===== src/rtl/seq_penc_pkg.sv =====
// Package for seq_priority_encoder.
// Holds the FSM state type and two helpers:
//   idx_w      - index width for an N-bit request vector (at least 1 bit)
//   pop_is_one - true when exactly one bit of a vector is set
// Vectors up to MAX_N bits are supported by pop_is_one; callers zero-extend.
package seq_penc_pkg;

  localparam int MAX_N = 64;

  typedef enum logic {
    IDLE = 1'b0,
    EMIT = 1'b1
  } state_e;

  function automatic int idx_w(input int n);
    return (n > 1) ? $clog2(n) : 1;
  endfunction

  // Clearing the lowest set bit leaves zero only for a single-bit vector.
  function automatic logic pop_is_one(input logic [MAX_N-1:0] v);
    return (v != '0) && ((v & (v - 64'd1)) == '0);
  endfunction

endpackage


===== src/rtl/seq_priority_encoder_prio_find.sv =====
// prio_find: combinational priority search over an N-bit vector.
// Ports:
//   vec_i   [N-1:0]  vector to search
//   idx_o   [W-1:0]  index of the winning set bit (0 when none set)
//   found_o          at least one bit of vec_i is set
// MSB_FIRST=1 selects the highest set bit, otherwise the lowest.
module prio_find
  import seq_penc_pkg::*;
#(
  parameter int N         = 10,
  parameter bit MSB_FIRST = 1'b1,
  parameter int W         = idx_w(N)
) (
  input  logic [N-1:0] vec_i,
  output logic [W-1:0] idx_o,
  output logic         found_o
);

  // The loop direction makes the last match seen the priority winner.
  always_comb begin
    idx_o   = '0;
    found_o = 1'b0;
    if (MSB_FIRST) begin
      for (int i = 0; i < N; i++) begin
        if (vec_i[i]) begin
          idx_o   = W'(i);
          found_o = 1'b1;
        end
      end
    end else begin
      for (int i = N - 1; i >= 0; i--) begin
        if (vec_i[i]) begin
          idx_o   = W'(i);
          found_o = 1'b1;
        end
      end
    end
  end

endmodule


===== src/rtl/seq_priority_encoder.sv =====
// seq_priority_encoder: accepts an N-bit request vector over a valid/ready
// handshake and emits the index of every set bit, one beat per output
// handshake, in priority order. An all-zero vector yields one beat with
// out_none=1.
// Ports:
//   clk, rst                 clock, async active-high reset
//   enable                   low blocks acceptance and freezes emission
//   in_valid/in_ready/in_vec input handshake and request vector
//   out_valid/out_ready      output handshake
//   out_idx, out_last        current index, final beat of the vector
//   out_none                 accepted vector was all-zero
//
// state | meaning
// IDLE  | waiting for a vector; in_ready follows enable
// EMIT  | shadow vector holds the bits still to be emitted
module seq_priority_encoder
  import seq_penc_pkg::*;
#(
  parameter int N         = 10,
  parameter int W         = idx_w(N),
  parameter bit MSB_FIRST = 1'b1
) (
  input  logic         clk,
  input  logic         rst,
  input  logic         enable,
  input  logic         in_valid,
  output logic         in_ready,
  input  logic [N-1:0] in_vec,
  output logic         out_valid,
  input  logic         out_ready,
  output logic [W-1:0] out_idx,
  output logic         out_last,
  output logic         out_none
);

  state_e         state_q, state_d;
  logic [N-1:0]   vec_q, vec_d;
  logic           valid_q, valid_d;

  logic [W-1:0]   win_idx;
  logic           win_found;
  logic           last_now;
  logic           fire;

  prio_find #(
    .N         (N),
    .MSB_FIRST (MSB_FIRST),
    .W         (W)
  ) u_find (
    .vec_i   (vec_q),
    .idx_o   (win_idx),
    .found_o (win_found)
  );

  // An empty shadow vector is the all-zero beat, which is also the last one.
  assign last_now = pop_is_one(MAX_N'(vec_q)) | ~win_found;

  // enable gates the handshake so a beat presented while disabled is not lost.
  assign fire = valid_q & out_ready & enable;

  always_comb begin
    state_d  = state_q;
    vec_d    = vec_q;
    valid_d  = valid_q;
    in_ready = 1'b0;
    case (state_q)
      IDLE: begin
        in_ready = enable & ~rst;
        valid_d  = 1'b0;
        if (in_valid && enable) begin
          vec_d   = in_vec;
          state_d = EMIT;
          valid_d = 1'b1;
        end
      end
      EMIT: begin
        if (fire) begin
          vec_d = vec_q & ~(N'(1) << win_idx);
          if (last_now) begin
            state_d = IDLE;
            valid_d = 1'b0;
          end else begin
            valid_d = 1'b1;
          end
        end else begin
          valid_d = enable;
        end
      end
      default: begin
        state_d = IDLE;
        valid_d = 1'b0;
      end
    endcase
  end

  always_ff @(posedge clk or posedge rst) begin
    if (rst) begin
      state_q <= IDLE;
      vec_q   <= '0;
      valid_q <= 1'b0;
    end else begin
      state_q <= state_d;
      vec_q   <= vec_d;
      valid_q <= valid_d;
    end
  end

  // Outputs depend only on registered state; forced to 0 when no beat is shown.
  assign out_valid = valid_q;
  assign out_idx   = valid_q ? win_idx : '0;
  assign out_last  = valid_q & last_now;
  assign out_none  = valid_q & ~win_found;

endmodule


===== config.mk =====
export PLATFORM = sky130hd
export DESIGN_NAME = seq_priority_encoder
export DESIGN_NICKNAME = d
export VERILOG_FILES = /design/src/rtl/seq_penc_pkg.sv /design/src/rtl/seq_priority_encoder_prio_find.sv /design/src/rtl/seq_priority_encoder.sv
export SDC_FILE = /design/constraint.sdc
export NUM_CORES = 1
export LEC_CHECK = 0
export CAP_MARGIN = 20
export CORE_MARGIN = 3
export CORE_UTILIZATION = 46
export CTS_CLUSTER_SIZE = 40
export DETAILED_ROUTE_END_ITERATION = 8
export PLACE_DENSITY = 0.84
export SYNTH_ARGS = -nofsm -noshare
export SYNTH_HDL_FRONTEND = slang
export SYNTH_SLANG_ARGS = --single-unit

===== constraint.sdc =====
create_clock -name clk -period 2.18 [get_ports clk]
set_input_delay 0.218 -clock clk [delete_from_list [all_inputs] [get_ports clk]]
set_output_delay 0.218 -clock clk [all_outputs]
set_load 0.05 [all_outputs]

; ---- Word level (Yosys, flattened, before mapping)
; Index checks and enable logic that the tools add are counted.
[word_totals]
ff_bits = 12
in_bits = 15
output_inout_bits = 8
elab_cells = 54
[op_classes]
addsub = 1
n_eq_ne = 2
shifts = 1
mux = 30
n_bitwise = 12
reduce_logical = 5
[op_table]
columns = cell, count
row1 = 10-bit by 64-bit bitwise AND with 64-bit output, 1
row2 = 64-bit logical NOT, 1
row3 = 10-bit two-way mux, 2
row4 = 10-bit one-hot mux with 2 select lines, 1
row5 = 1-bit two-way mux, 16
row6 = 3-bit two-way mux, 4
row7 = 4-bit two-way mux, 3
row8 = 10-bit by 1-bit subtractor with 11-bit output (second input constant), 1
row9 = 10-bit bitwise AND, 1
row10 = 10-bit inverter, 1
row11 = 10-bit nonzero test, 1
row12 = 1-bit by 4-bit << shifter with 10-bit output (first input constant), 1
row13 = 1-bit bitwise AND, 5
row14 = 2-bit two-way mux, 2
row15 = 1-bit one-hot mux with 2 select lines, 2
row16 = 1-bit inverter, 3
row17 = 1-bit logical AND, 2
row18 = 2-bit by 1-bit != test with 1-bit output (second input constant), 1
row19 = 2-bit != test (second input constant), 1
row20 = 2-bit AND reduction, 1
row21 = 1-bit bitwise OR, 1

; ---- Logic depth before layout (Yosys ltp)
[logic_depth]
ltp_word = 15
depth_mapped = 6
mapped_depth_nobuf = 5

; ---- Hierarchy
; From an unflattened synthesis, not the netlist that was laid out.
[hier_totals]
hier_cells = 107
area_unflattened_um2 = 870.8
[by_module_without_submodules]
columns = module, n_inst, cells_per_inst, area_per_inst_um2, seq_area_each_um2
row1 = seq_priority_encoder, 1, 92, 780.7, 300.3
row2 = prio_find, 1, 15, 90.1, 0.0

; ---- Worst setup path after synthesis
; No wires, ideal clock.
[synth_timing]
kind = reg2out
start = register vec_q[4]
end = output out_none
t_arrival_ns = 2.127
required_time_ns = 1.962
slack_ns = -0.165
stages_incl_launch_ff = 4
path_buffers = 1
path_cell_list = dfrtp_1 buf_6 or4_4 nor3_1
[synth_between]
elab_chain_len = 8
[synth_lines]
columns = item, line
row1 = start: declaration, seq_priority_encoder.sv:37  ; logic [N-1:0] vec_q, vec_d;
row2 = start signal: assignment, seq_priority_encoder.sv:103  ; vec_q <= vec_d;
row3 = 1-bit two-way mux (6 in series), seq_priority_encoder_prio_find.sv:25  ; if (vec_i[i]) begin
row4 = 1-bit inverter, seq_priority_encoder.sv:112  ; assign out_none = valid_q & ~win_found;
row5 = 1-bit bitwise AND, seq_priority_encoder.sv:112
row6 = end: declaration, seq_priority_encoder.sv:33  ; output logic out_none
; Every way passes these cells.

; ---- Final worst setup path
[layout_timing]
start = register vec_q[3]
end = output out_last
[layout_between]
elab_chain_len = 10
elab_cells_between_ends = 15
cone_classes = add/sub (1) / mux (7) / bitwise (4) / reduce/logical (3)
[layout_lines]
columns = item, line
row1 = "parallel branches: the longest is 8 deep, another holds 10-bit by 1-bit subtractor with 11-bit output", n/a
row2 = 1-bit bitwise OR *, seq_priority_encoder.sv:56  ; assign last_now = pop_is_one(MAX_N'(vec_q)) | ~win_found;
row3 = 1-bit bitwise AND *, seq_priority_encoder.sv:111  ; assign out_last = valid_q & last_now;
row4 = end: declaration, seq_priority_encoder.sv:32  ; output logic out_last,
; Mark *: on every way between the ends.

==> flow_metrics.env <==
export IMPL_n_antenna_cell=0
export IMPL_synth_flop_cell="dfrtp_1"
export IMPL_p_seq_share_pct=22.0
export IMPL_outcome="finished, violations left"
export IMPL_worstPathArrival_ps=1980
export IMPL_p_int_uw=1132
export IMPL_drt_first_pass_iters=4
export IMPL_synth_warnings=0
export IMPL_ir_worst_vdd_v=0.001031
export IMPL_p_leak_uw=0.0005772
export IMPL_async_flop_share_pct=100.0
export IMPL_wire_per_inst_um=14.56
export IMPL_wl_um=2286
export IMPL_antenna_found_initial=0
export IMPL_vias=893
export IMPL_worstMarginPinSlew_ps=501.0
export IMPL_clock_sinks=12
export IMPL_root_buffer="clkbuf_4"
export IMPL_p_total_uw=2181
export IMPL_setup_viol=1
export IMPL_syn2layout_area_growth_pct=51.44
export IMPL_die_y_um=48.40
export IMPL_worstHoldPathType="primary input to asynchronous set/reset pin"
export IMPL_overflow=0
export IMPL_clkPwrFrac_pct=8.5
export IMPL_final_nets=149
export IMPL_grt_first_pass_wirelength_um=3629
export IMPL_core_um2=1594
export IMPL_preCtsSetupSlack_ps=157.6
export IMPL_synth_edff_count=0
export IMPL_cp_required_ps=1960
export IMPL_rsz0062_at_grt="true"
export IMPL_fin_skew_ps=3.971
export IMPL_hold_worst_slack_ps=267.8
export IMPL_numCtsBuffers=3
export IMPL_post_dp_hpwl_um=1550
export IMPL_layout_setup_ws_ps=-22.35
export IMPL_setup_tns_ps=-22.35
export IMPL_fp_row_count=14
export IMPL_drive_above_1_share_pct=26.32
export IMPL_boundaryPins=23
export IMPL_ff2ff_setup_slack_ps=110
export IMPL_slew_headroom_pct=66.54
export IMPL_syn_cell_area_um2=827.0
export IMPL_synth_seq_area_share_pct=36.31
export IMPL_critPathMaxFanout=5
export IMPL_hold_viol_final=0
export IMPL_clkTransAtPathRegs_ps=80
export IMPL_placed_cell_area_um2=1120
export IMPL_syn_area_per_cell_um2=8.270
export IMPL_ant_nets=0
export IMPL_grt_pass1_vias=840
export IMPL_portBuffers=22
export IMPL_synth_seq_cells=12
export IMPL_syn_inst=100
export IMPL_finalCriticalPeriod_ps=2202
export IMPL_via_per_inst=5.688
export IMPL_p_sw_share_pct=48.09
export IMPL_power_density_nw_per_um2=1741
export IMPL_route_detailed_drc=0
export IMPL_synth_lib_cells_used_distinct=36
export IMPL_grt_usage_pct=19.82
export IMPL_place_gp_congestion=0.8166
export IMPL_p_comb_share_pct=69.5
export IMPL_violations="setup timing"
export IMPL_worstSkewPairLatency_ps=280
export IMPL_cts_hold_buf=0
export IMPL_grt_max_degree=13
export IMPL_initial_core_util_pct=51.88
export IMPL_clk_path_buf_depth=2
export IMPL_htreeDepth=1
export IMPL_final_cell_area_um2=1252
export IMPL_fin_crit_sh_pct=101.0
export IMPL_die_area_um2=2343
export IMPL_drv_slew=0
export IMPL_critPathKind="register to primary output"
export IMPL_die_x_um=48.40
export IMPL_cts_tree="done"
export IMPL_syn_num_nets=115
export IMPL_startpoint_type="register"
export IMPL_maxCapViolCount=0
export IMPL_max_clock_freq_mhz=454.1
export IMPL_initialDrtViolationCount=31
export IMPL_power_switching_uw=1049
export IMPL_cp_end_kind="primary output"
[cell families after synthesis]
| family | after synthesis | share of synthesized area, % |
|---|---|---|
| compound gates | 27 | 21.78 |
| flops | 12 | 36.31 |
| simple gates | 50 | 32.53 |
| buf+inv | 7 | 4.538 |
| mux | 3 | 3.631 |
| fa+ha+maj | 1 | 1.210 |
[placed cells by master, fill, tap and decap left out, types with 2 or more instances in the layout]
cell | netlist | layout
and3_1 | 2 | 2
o21ai_1 | 1 | 2
clkbuf_4 | 0 | 3
a21oi_1 | 7 | 7
nor2b_1 | 3 | 3
o21ai_0 | 5 | 4
nand2_1 | 18 | 18
dfrtp_1 | 12 | 10
mux2i_1 | 3 | 3
inv_1 | 4 | 4
o31ai_1 | 2 | 2
or4_4 | 3 | 3
o31a_1 | 2 | 2
buf_4 | 1 | 12
nand2b_1 | 2 | 2
nor3_1 | 4 | 3
nor2_1 | 10 | 9
clkdlybuf4s50_1 | 0 | 15
dfrtp_2 | 0 | 2
buf_12 | 0 | 4
[critical path, stage by stage (launching register included)]
cell      delay, ps
dfrtp_1         430
or4_4           620
a211oi_4        230
o22ai_4         110
nor2_2          170
buf_12          150
[per-stage QoR]
step                std cells  utilization, %
floorplan                 100               -
global placement          146           70.25
detailed placement        146           70.25
CTS                       152           74.25
global route              157           78.57
finish                    157           78.57
[sequential cells by signal, indices dropped and copies added, names as in the netlist]
| signal | flops |
|---|---|
| vec_q | 10 |
| out_valid | 1 |
| state_q | 1 |
[power groups by stage]
| stage | clock network [uW] | logic (uW) | registers (uW) |
|---|---|---|---|
| after floorplan | 0 | 845 | 437 |
| after global placement | 0 | 1200 | 457 |
| after detailed placement | 0 | 1220 | 463 |
| after CTS | 191 | 1270 | 463 |
| after global routing | 210 | 1610 | 499 |
| final | 185 | 1520 | 479 |
[final timing paths]
kind                                      startpoint              endpoint  depth (start not counted)
min in group clk                           in_vec[6]  vec_q[6]$_DFFE_PP0P_                          3
worst max-delay path            vec_q[3]$_DFFE_PP0P_              out_last                          5
worst min-delay path                             rst  vec_q[8]$_DFFE_PP0P_                          2
worst max register to register  vec_q[3]$_DFFE_PP0P_   out_valid$_DFF_PP0_                          7
max in group asynchronous                        rst  vec_q[4]$_DFFE_PP0P_                          2
worst min register to register  vec_q[4]$_DFFE_PP0P_  vec_q[4]$_DFFE_PP0P_                          2
[per-layer routing]
metal	track usage, %	vias up	share of wire (%)
li1	-	424	-
met2	30.50	38	48
met4	11.85	0	1.7
met5	0	-	0
met1	24.90	426	44
met3	5.215	5	5.9
[Yosys cell counts, types with 2 or more instances]
cell,n,area share (%)
a21oi_1,7,4.2
and3_1,2,1.5
dfrtp_1,12,36
inv_1,4,1.8
mux2i_1,3,3.6
nand2_1,18,8.2
nand2b_1,2,1.5
nor2_1,10,4.5
nor2b_1,3,2.3
nor3_1,4,2.4
o21ai_0,5,3.0
o22ai_1,2,1.5
o31a_1,2,2.1
o31ai_1,2,1.8
or4_4,3,4.1
[final cells by class]
cell class,count,area [um^2]
flip-flops and latches,12,302.8
inverters,4,15.01
multi-input cells,81,535.5
repair buffers,32,332.8
fillers,104,341.6
well taps,24,30.03
clock buffers,4,36.28
[repair_timing]
action / CTS / global route
setup endpoints to repair: 1 / 1
hold endpoints to repair: 0 / 0
buffers inserted: 2 / 5
pin swaps: 1 / 5
resized for setup: 4 / 6
(Power assumes the default switching activity.)
